**config.mk**
```make
export PLATFORM = sky130hd
export DESIGN_NAME = uart_tx
export DESIGN_NICKNAME = d
export VERILOG_FILES = /design/src/rtl/uart_tx.sv
export SDC_FILE = /design/constraint.sdc
export NUM_CORES = 1
export LEC_CHECK = 0
export CORE_MARGIN = 1
export CORE_UTILIZATION = 45
export CTS_CLUSTER_SIZE = 12
export DETAILED_ROUTE_END_ITERATION = 8
export GPL_TIMING_DRIVEN = 0
export PLACE_DENSITY = 0.69
export SYNTH_ARGS = -nofsm -noshare
export SYNTH_HDL_FRONTEND = slang
export SYNTH_SLANG_ARGS = --single-unit
export TNS_END_PERCENT = 50
```
**constraint.sdc**
```tcl
create_clock -name clk -period 1.85 [get_ports clk]
set_clock_uncertainty 0.1 [all_clocks]
set_input_delay 0.2775 -clock clk [delete_from_list [all_inputs] [get_ports clk]]
set_output_delay 0.2775 -clock clk [all_outputs]
set_load 0.1 [all_outputs]
```
**src/rtl/uart_tx.sv**
```systemverilog
// UART transmitter: start bit, DATA_W data bits LSB first, optional even parity, STOP_BITS stop bits.
// Define UART_TX_PARITY_EN to include the even-parity bit between data and stop bits.
module uart_tx #(
  parameter int CLKS_PER_BIT = 16,
  parameter int DATA_W       = 8,
  parameter int STOP_BITS    = 1
) (
  input  logic              clk,
  input  logic              rst,
  input  logic [DATA_W-1:0] i_data,
  input  logic              i_start,
  output logic              o_ready,
  output logic              o_busy,
  output logic              o_done,
  output logic              o_tx
);

  localparam int CNT_MAX = (DATA_W > STOP_BITS) ? DATA_W : STOP_BITS;
  localparam int BIT_W   = $clog2(CNT_MAX + 1);
  localparam int BAUD_W  = $clog2(CLKS_PER_BIT);
  localparam logic [BAUD_W-1:0] BAUD_LAST = BAUD_W'(CLKS_PER_BIT - 1);
  localparam logic [BIT_W-1:0]  DATA_LAST = BIT_W'(DATA_W - 1);
  localparam logic [BIT_W-1:0]  STOP_LAST = BIT_W'(STOP_BITS - 1);

  generate
    if (CLKS_PER_BIT < 2 || DATA_W < 5 || DATA_W > 9 || (STOP_BITS != 1 && STOP_BITS != 2)) begin : g_bad_param
      $error("uart_tx: illegal parameter value");
    end
  endgenerate

  typedef enum logic [2:0] {
    S_IDLE   = 3'd0,
    S_START  = 3'd1,
    S_DATA   = 3'd2,
`ifdef UART_TX_PARITY_EN
    S_PARITY = 3'd3,
`endif
    S_STOP   = 3'd4,
    S_DONE   = 3'd5
  } state_t;

  state_t              r_state;
  logic [DATA_W-1:0]   r_shift;
  logic [BAUD_W-1:0]   r_baud;
  logic [BIT_W-1:0]    r_bit;
  logic                r_tx;
  logic                r_ready;
  logic                r_busy;
  logic                r_done;
`ifdef UART_TX_PARITY_EN
  logic                r_parity;
`endif
  logic                w_bit_end;

  assign w_bit_end = (r_baud == BAUD_LAST);

  // o_tx is registered one bit ahead: each transition loads the level of the bit being entered.
  always_ff @(posedge clk) begin
    if (rst) begin
      r_state  <= S_IDLE;
      r_shift  <= '0;
      r_baud   <= '0;
      r_bit    <= '0;
      r_tx     <= 1'b1;
      r_ready  <= 1'b1;
      r_busy   <= 1'b0;
      r_done   <= 1'b0;
`ifdef UART_TX_PARITY_EN
      r_parity <= 1'b0;
`endif
    end else begin
      r_done <= 1'b0;
      r_baud <= (w_bit_end || r_state == S_IDLE || r_state == S_DONE) ? '0 : r_baud + 1'b1;
      case (r_state)
        S_IDLE: begin
          if (i_start) begin
            r_shift  <= i_data;
`ifdef UART_TX_PARITY_EN
            r_parity <= ^i_data;
`endif
            r_state  <= S_START;
            r_tx     <= 1'b0;
            r_ready  <= 1'b0;
            r_busy   <= 1'b1;
            r_bit    <= '0;
          end
        end
        S_START: begin
          if (w_bit_end) begin
            r_state <= S_DATA;
            r_tx    <= r_shift[0];
            r_bit   <= '0;
          end
        end
        S_DATA: begin
          if (w_bit_end) begin
            if (r_bit == DATA_LAST) begin
              r_bit   <= '0;
`ifdef UART_TX_PARITY_EN
              r_state <= S_PARITY;
              r_tx    <= r_parity;
`else
              r_state <= S_STOP;
              r_tx    <= 1'b1;
`endif
            end else begin
              r_bit   <= r_bit + 1'b1;
              r_shift <= r_shift >> 1;
              r_tx    <= r_shift[1];
            end
          end
        end
`ifdef UART_TX_PARITY_EN
        S_PARITY: begin
          if (w_bit_end) begin
            r_state <= S_STOP;
            r_tx    <= 1'b1;
            r_bit   <= '0;
          end
        end
`endif
        S_STOP: begin
          if (w_bit_end) begin
            if (r_bit == STOP_LAST) begin
              r_state <= S_DONE;
              r_done  <= 1'b1;
              r_bit   <= '0;
            end else begin
              r_bit <= r_bit + 1'b1;
            end
          end
        end
        S_DONE: begin
          r_state <= S_IDLE;
          r_ready <= 1'b1;
          r_busy  <= 1'b0;
          r_bit   <= '0;
        end
        default: begin
          r_state <= S_IDLE;
          r_ready <= 1'b1;
          r_busy  <= 1'b0;
          r_tx    <= 1'b1;
        end
      endcase
    end
  end

  assign o_tx    = r_tx;
  assign o_ready = r_ready;
  assign o_busy  = r_busy;
  assign o_done  = r_done;

endmodule

```
; ---- After elaboration in Yosys (flattened, before gate mapping)
; Cells that the tools add are included.
[op_classes]
addsub = 2
mul = 0
n_div = 0
order_cmp = 0
n_eq_ne = 13
shift = 0
mux = 27
bitwise_logic = 4
n_reduce_logical = 15
[op_table]
columns = op, n
row1 = $mux 4, 6
row2 = $mux 8, 3
row3 = $pmux 4 s5, 1
row4 = $mux 3, 6
row5 = $pmux 8 s2, 1
row6 = $ne 2x2->1 const B, 7
row7 = $pmux 3 s4, 1
row8 = $add 4x1->4 const B, 2
row9 = $reduce_and 4->1, 2
row10 = $eq 3x3->1 const B, 2
row11 = $mux 1, 6
row12 = $reduce_and 6->1, 1
row13 = $reduce_or 3->1, 2
row14 = $reduce_and 5->1, 1
row15 = $reduce_bool 5->1, 1
row16 = $eq 4x3->1 const B, 1
row17 = $eq 4x4->1 const B, 1
row18 = $logic_not 4->1, 1
row19 = $not 1->1, 4
row20 = $pmux 1 s2, 2
row21 = $pmux 1 s4, 1
row22 = $reduce_or 2->1, 2
row23 = $eq 3x1->1 const B, 1
row24 = $eq 3x2->1 const B, 1
row25 = 4 further kinds, 5
[word_totals]
reg_bits = 23
latchBits = 0
mem_bits_rw = 0
rom_bits = 0
input_bits = 11
out_inout_bits = 4
wordCells = 69
memories = 0

; ---- Depth between registers and ports, before layout
[depth]
depth_word = 4
mapped_depth = 6
ltp_nobuf = 6

; ---- Worst setup path before layout
; OpenSTA, ideal clock, no wires.
[synth_path]
path_type = reg-to-reg
startpoint = register r_baud[0]
endpoint = register r_shift[1]
setup_ns = 0.092
t_arrival_ns = 1.422
required_ns = 1.658
path_slack_ns = 0.236
path_stages_with_launch = 7
n_path_buf = 1
synth_period_minus_slack_ns = 1.614
path_cell_list = dfxtp_1 > ha_1 > and3_1 > a31o_4 > and2_4 > buf_6 > a311oi_4
[synth_between]
elab_chain_len = 3
[synth_lines]
columns = item, line
row1 = from (decl), 44  ; logic [BAUD_W-1:0] r_baud;
row2 = from (signal assigned), 73  ; r_baud <= (w_bit_end || r_state == S_IDLE || r_state == S_DONE) ? '0 : r_baud + 1'b1;
row3 = $eq 4x4->1, 55  ; assign w_bit_end = (r_baud == BAUD_LAST);
row4 = $ne 2x2->1 (no source line), -
row5 = $reduce_and 4->1 (no source line), -
row6 = to (signal assigned), 77  ; r_shift <= i_data;
row7 = to (signal assigned), 108  ; r_shift <= r_shift >> 1;
row8 = to (decl), 43  ; logic [DATA_W-1:0] r_shift;
; Every way passes these cells.
; A chain may end at the register's enable or synchronous reset.

; ---- Worst setup path after layout
[layout_path]
startpoint = register r_bit[0]
endpoint = register r_shift[5]
[layout_between]
elab_chain_len = 3
[layout_lines]
columns = item, line
row1 = from (decl), 45  ; logic [BIT_W-1:0] r_bit;
row2 = from (signal assigned), 107  ; r_bit <= r_bit + 1'b1;
row3 = from (signal assigned), 129  ; r_bit <= r_bit + 1'b1;
row4 = $eq 4x3->1, 97  ; if (r_bit == DATA_LAST) begin
row5 = $ne 2x2->1 (no source line), -
row6 = $reduce_and 4->1 (no source line), -
; Every way passes these cells.

==> metrics.csv <==
metric,value,unit
syn-instance-count,160,
num_vias,1242,
min_period,1790,ps
port_buffers,14,
dr.pass1.iters,6,
placed_cells_incl_taps,205,
grt_pass1_wl,5210,um
start_util,48.8,%
drc,1,
worstPathCellList,"ha_2, nand3b_4, a31o_4, and2_4, buf_6, a311oi_2",
numCtsBuffers,3,
diodes,0,
clock-root-buffer,clkbuf_4,
drtIter0Drc,70,
row_count,19,
io_pins,15,
die_area,3300,um2
synth_compound_area_share,28.9,%
synth-simple-area-share,26.2,%
syn_nets,174,
fin_crit_sh,96.7,%
synth_warnings,0,
yosysTopAreaCell,dfxtp_1,
worstPathRequired,1980,ps
cts_tree,yes,
die_x,57.4,um
area_growth,16.8,%
grt_max_degree,14,
drive_above_1_share,20.8,%
yosys-top-cells-area,"dfxtp_1 33%, a21oi_1 6.5%, a311oi_2 6.5%",
synth_top_family_by_area,compound AO/OA/AOI/OAI gates,
cts_sinks,23,
hpwlAfterDp,2200,um
cp_max_fo,8,
hold_ws,369,ps
max_cap_viol_count,0,
routed_wl,3050,um
synth_area_per_cell,8.63,um2
h-tree-depth,1,
insertion_delay,320,ps
slew_headroom,57.7,%
worst_slew_pin_slew,635,ps
p_leak,0.605,nW
setup_viol,0,
muxShareOfSynthArea,0.725,%
hold_class,flip-flop to flip-flop,
slowest_delay,410,ps
crit_arrival,1920,ps
core_region_area,2830,um2
drt-wirelength-per-cell,14.6,um
synth_seq_cells,23,
ant_nets,0,
end_kind,flip-flop,
antenna_found_initial,0,
cts_hold_buffers,0,
final_max_slew_viol_count,0,
slowest_stage,dfxtp_1,
synth_top_cell_area_share,33.3,%
max-vdd-ir-drop,465,uV
synth_edf_count,0,
synth-xor-area-share,1.90,%
finalHoldViolations,0,
ys_types,45,
status,"complete, but fails checks",
worstSetupPathType,flip-flop to flip-flop,
syn_area,1380,um2
async_flop_share,0,%
first_global_vias,1147,
cts_buffer_depth,2,
yosysMostFrequentCell,dfxtp_1,
start_kind,flip-flop,
fin_cells,209,
ys_seq_area_share,33.3,%
max_freq,0.559,GHz
synth_flop_cell,dfxtp_1,
synthAdderAreaFrac,2.72,%
nNetsFinal,193,
synth_top_cells_by_count,"23 x dfxtp_1, 20 x nand2_1, 18 x a21oi_1",
power_density,657,nW/um2
grt_remaining_overflow,0,
viasPerCell,5.94,
rrSetupSlack,60,ps
die-height,57.4,um
clk_pin_slew_worst_paths,140,ps
grt_usage,19.9,%
fillers,262,
gp_congestion,0.767,
violations,design-rule violations,
-- state kept, by name, indices dropped and copies added (netlist names) --
| name | count |
|---|---|
| o_busy | 1 |
| o_done | 1 |
| o_ready | 1 |
| o_tx | 1 |
| r_baud | 4 |
| r_bit | 4 |
| r_shift | 8 |
| r_state | 3 |
-- layer usage --
| layer | vias up | wire, um | GRT usage, % |
|---|---|---|---|
| li1 | 619 | - | - |
| met1 | 592 | 1440 | 27.8 |
| met2 | 27 | 1480 | 32.2 |
| met3 | 4 | 100 | 2.04 |
| met4 | 0 | 34 | 6.27 |
| met5 | - | 0 | 0 |
-- layout make-up --
| type | instances | area (um2) | share of cell area [%] |
|---|---|---|---|
| repair buffers | 14 | 139 | 8.61 |
| flip-flops and latches | 23 | 460 | 28.5 |
| inverters | 5 | 18.8 | 1.16 |
| clock buffers | 3 | 22.5 | 1.40 |
| clock inverters | 1 | 5.00 | 0.310 |
| well taps | 31 | 38.8 | 2.40 |
| multi-input cells | 122 | 861 | 53.4 |
| plain buffers | 10 | 67.6 | 4.19 |
-- per-stage QoR --
stage	utilization, %	instance area, um2	setup TNS (ps)	power, W	setup WS [ps]
finish	57.0	1610	0	0.00106	60.2
floorplan	-	1380	0	0.000758	236
global placement	55.2	1560	-881	0.000819	-122
global route	57.0	1610	-21.0	0.00110	-14.6
CTS	56.4	1600	0	0.00106	5.94
detailed placement	55.2	1560	-934	0.000826	-114
-- cells by family (layout without fill, tap and decap cells) --
logic type | after synthesis | count (layout)
buffers and inverters | 15 | 33
flip-flops | 23 | 23
XOR/XNOR | 3 | 3
AND/OR/NAND/NOR | 66 | 66
adder cells (fa/ha/maj) | 3 | 3
AO/OA/AOI/OAI | 49 | 49
multiplexers | 1 | 1
-- where the power goes --
part | internal [W] | switching, W | total (W)
Combinational | 0.000102 | 0.000168 | 0.000271
Clock | 0.0000810 | 0.000163 | 0.000244
Sequential | 0.000527 | 0.0000180 | 0.000545
-- worst paths after layout --
check / start / end / cells past startpoint
min: r_baud[0] / r_baud[0] / 1
max: r_bit[0] / r_shift[5] / 6
max reg2reg: r_bit[0] / r_shift[5] / 6
min reg2reg: r_baud[0] / r_baud[0] / 1
-- placed cells by master (no fill, tap or decap), types with 4 or more instances in the layout --
cell             Yosys  final
clkdlybuf4s50_1      0     10
nor3_1               6      6
a311oi_2             6      6
nand3_1              5      4
nor2_1              13     13
inv_1                5      5
o21ai_0              6      6
dfxtp_1             23     23
a21oi_1             18     17
nand2_1             20     20
o21bai_1             4      4
-- critical path: cells and delay by family (launching register included) --
kind	cells	cell delay (ps)
adder cells (fa/ha/maj)	1	240
AO/OA/AOI/OAI	2	520
flip-flops	1	410
AND/OR/NAND/NOR	2	290
buffers and inverters	1	140
-- repair_timing --
item / 4_1_cts / 5_1_grt
setup endpoints to repair: 5 / 12
setup buffers: 0 / 0
resized for setup: 12 / 7
Power figures use the tool's default switching activity.
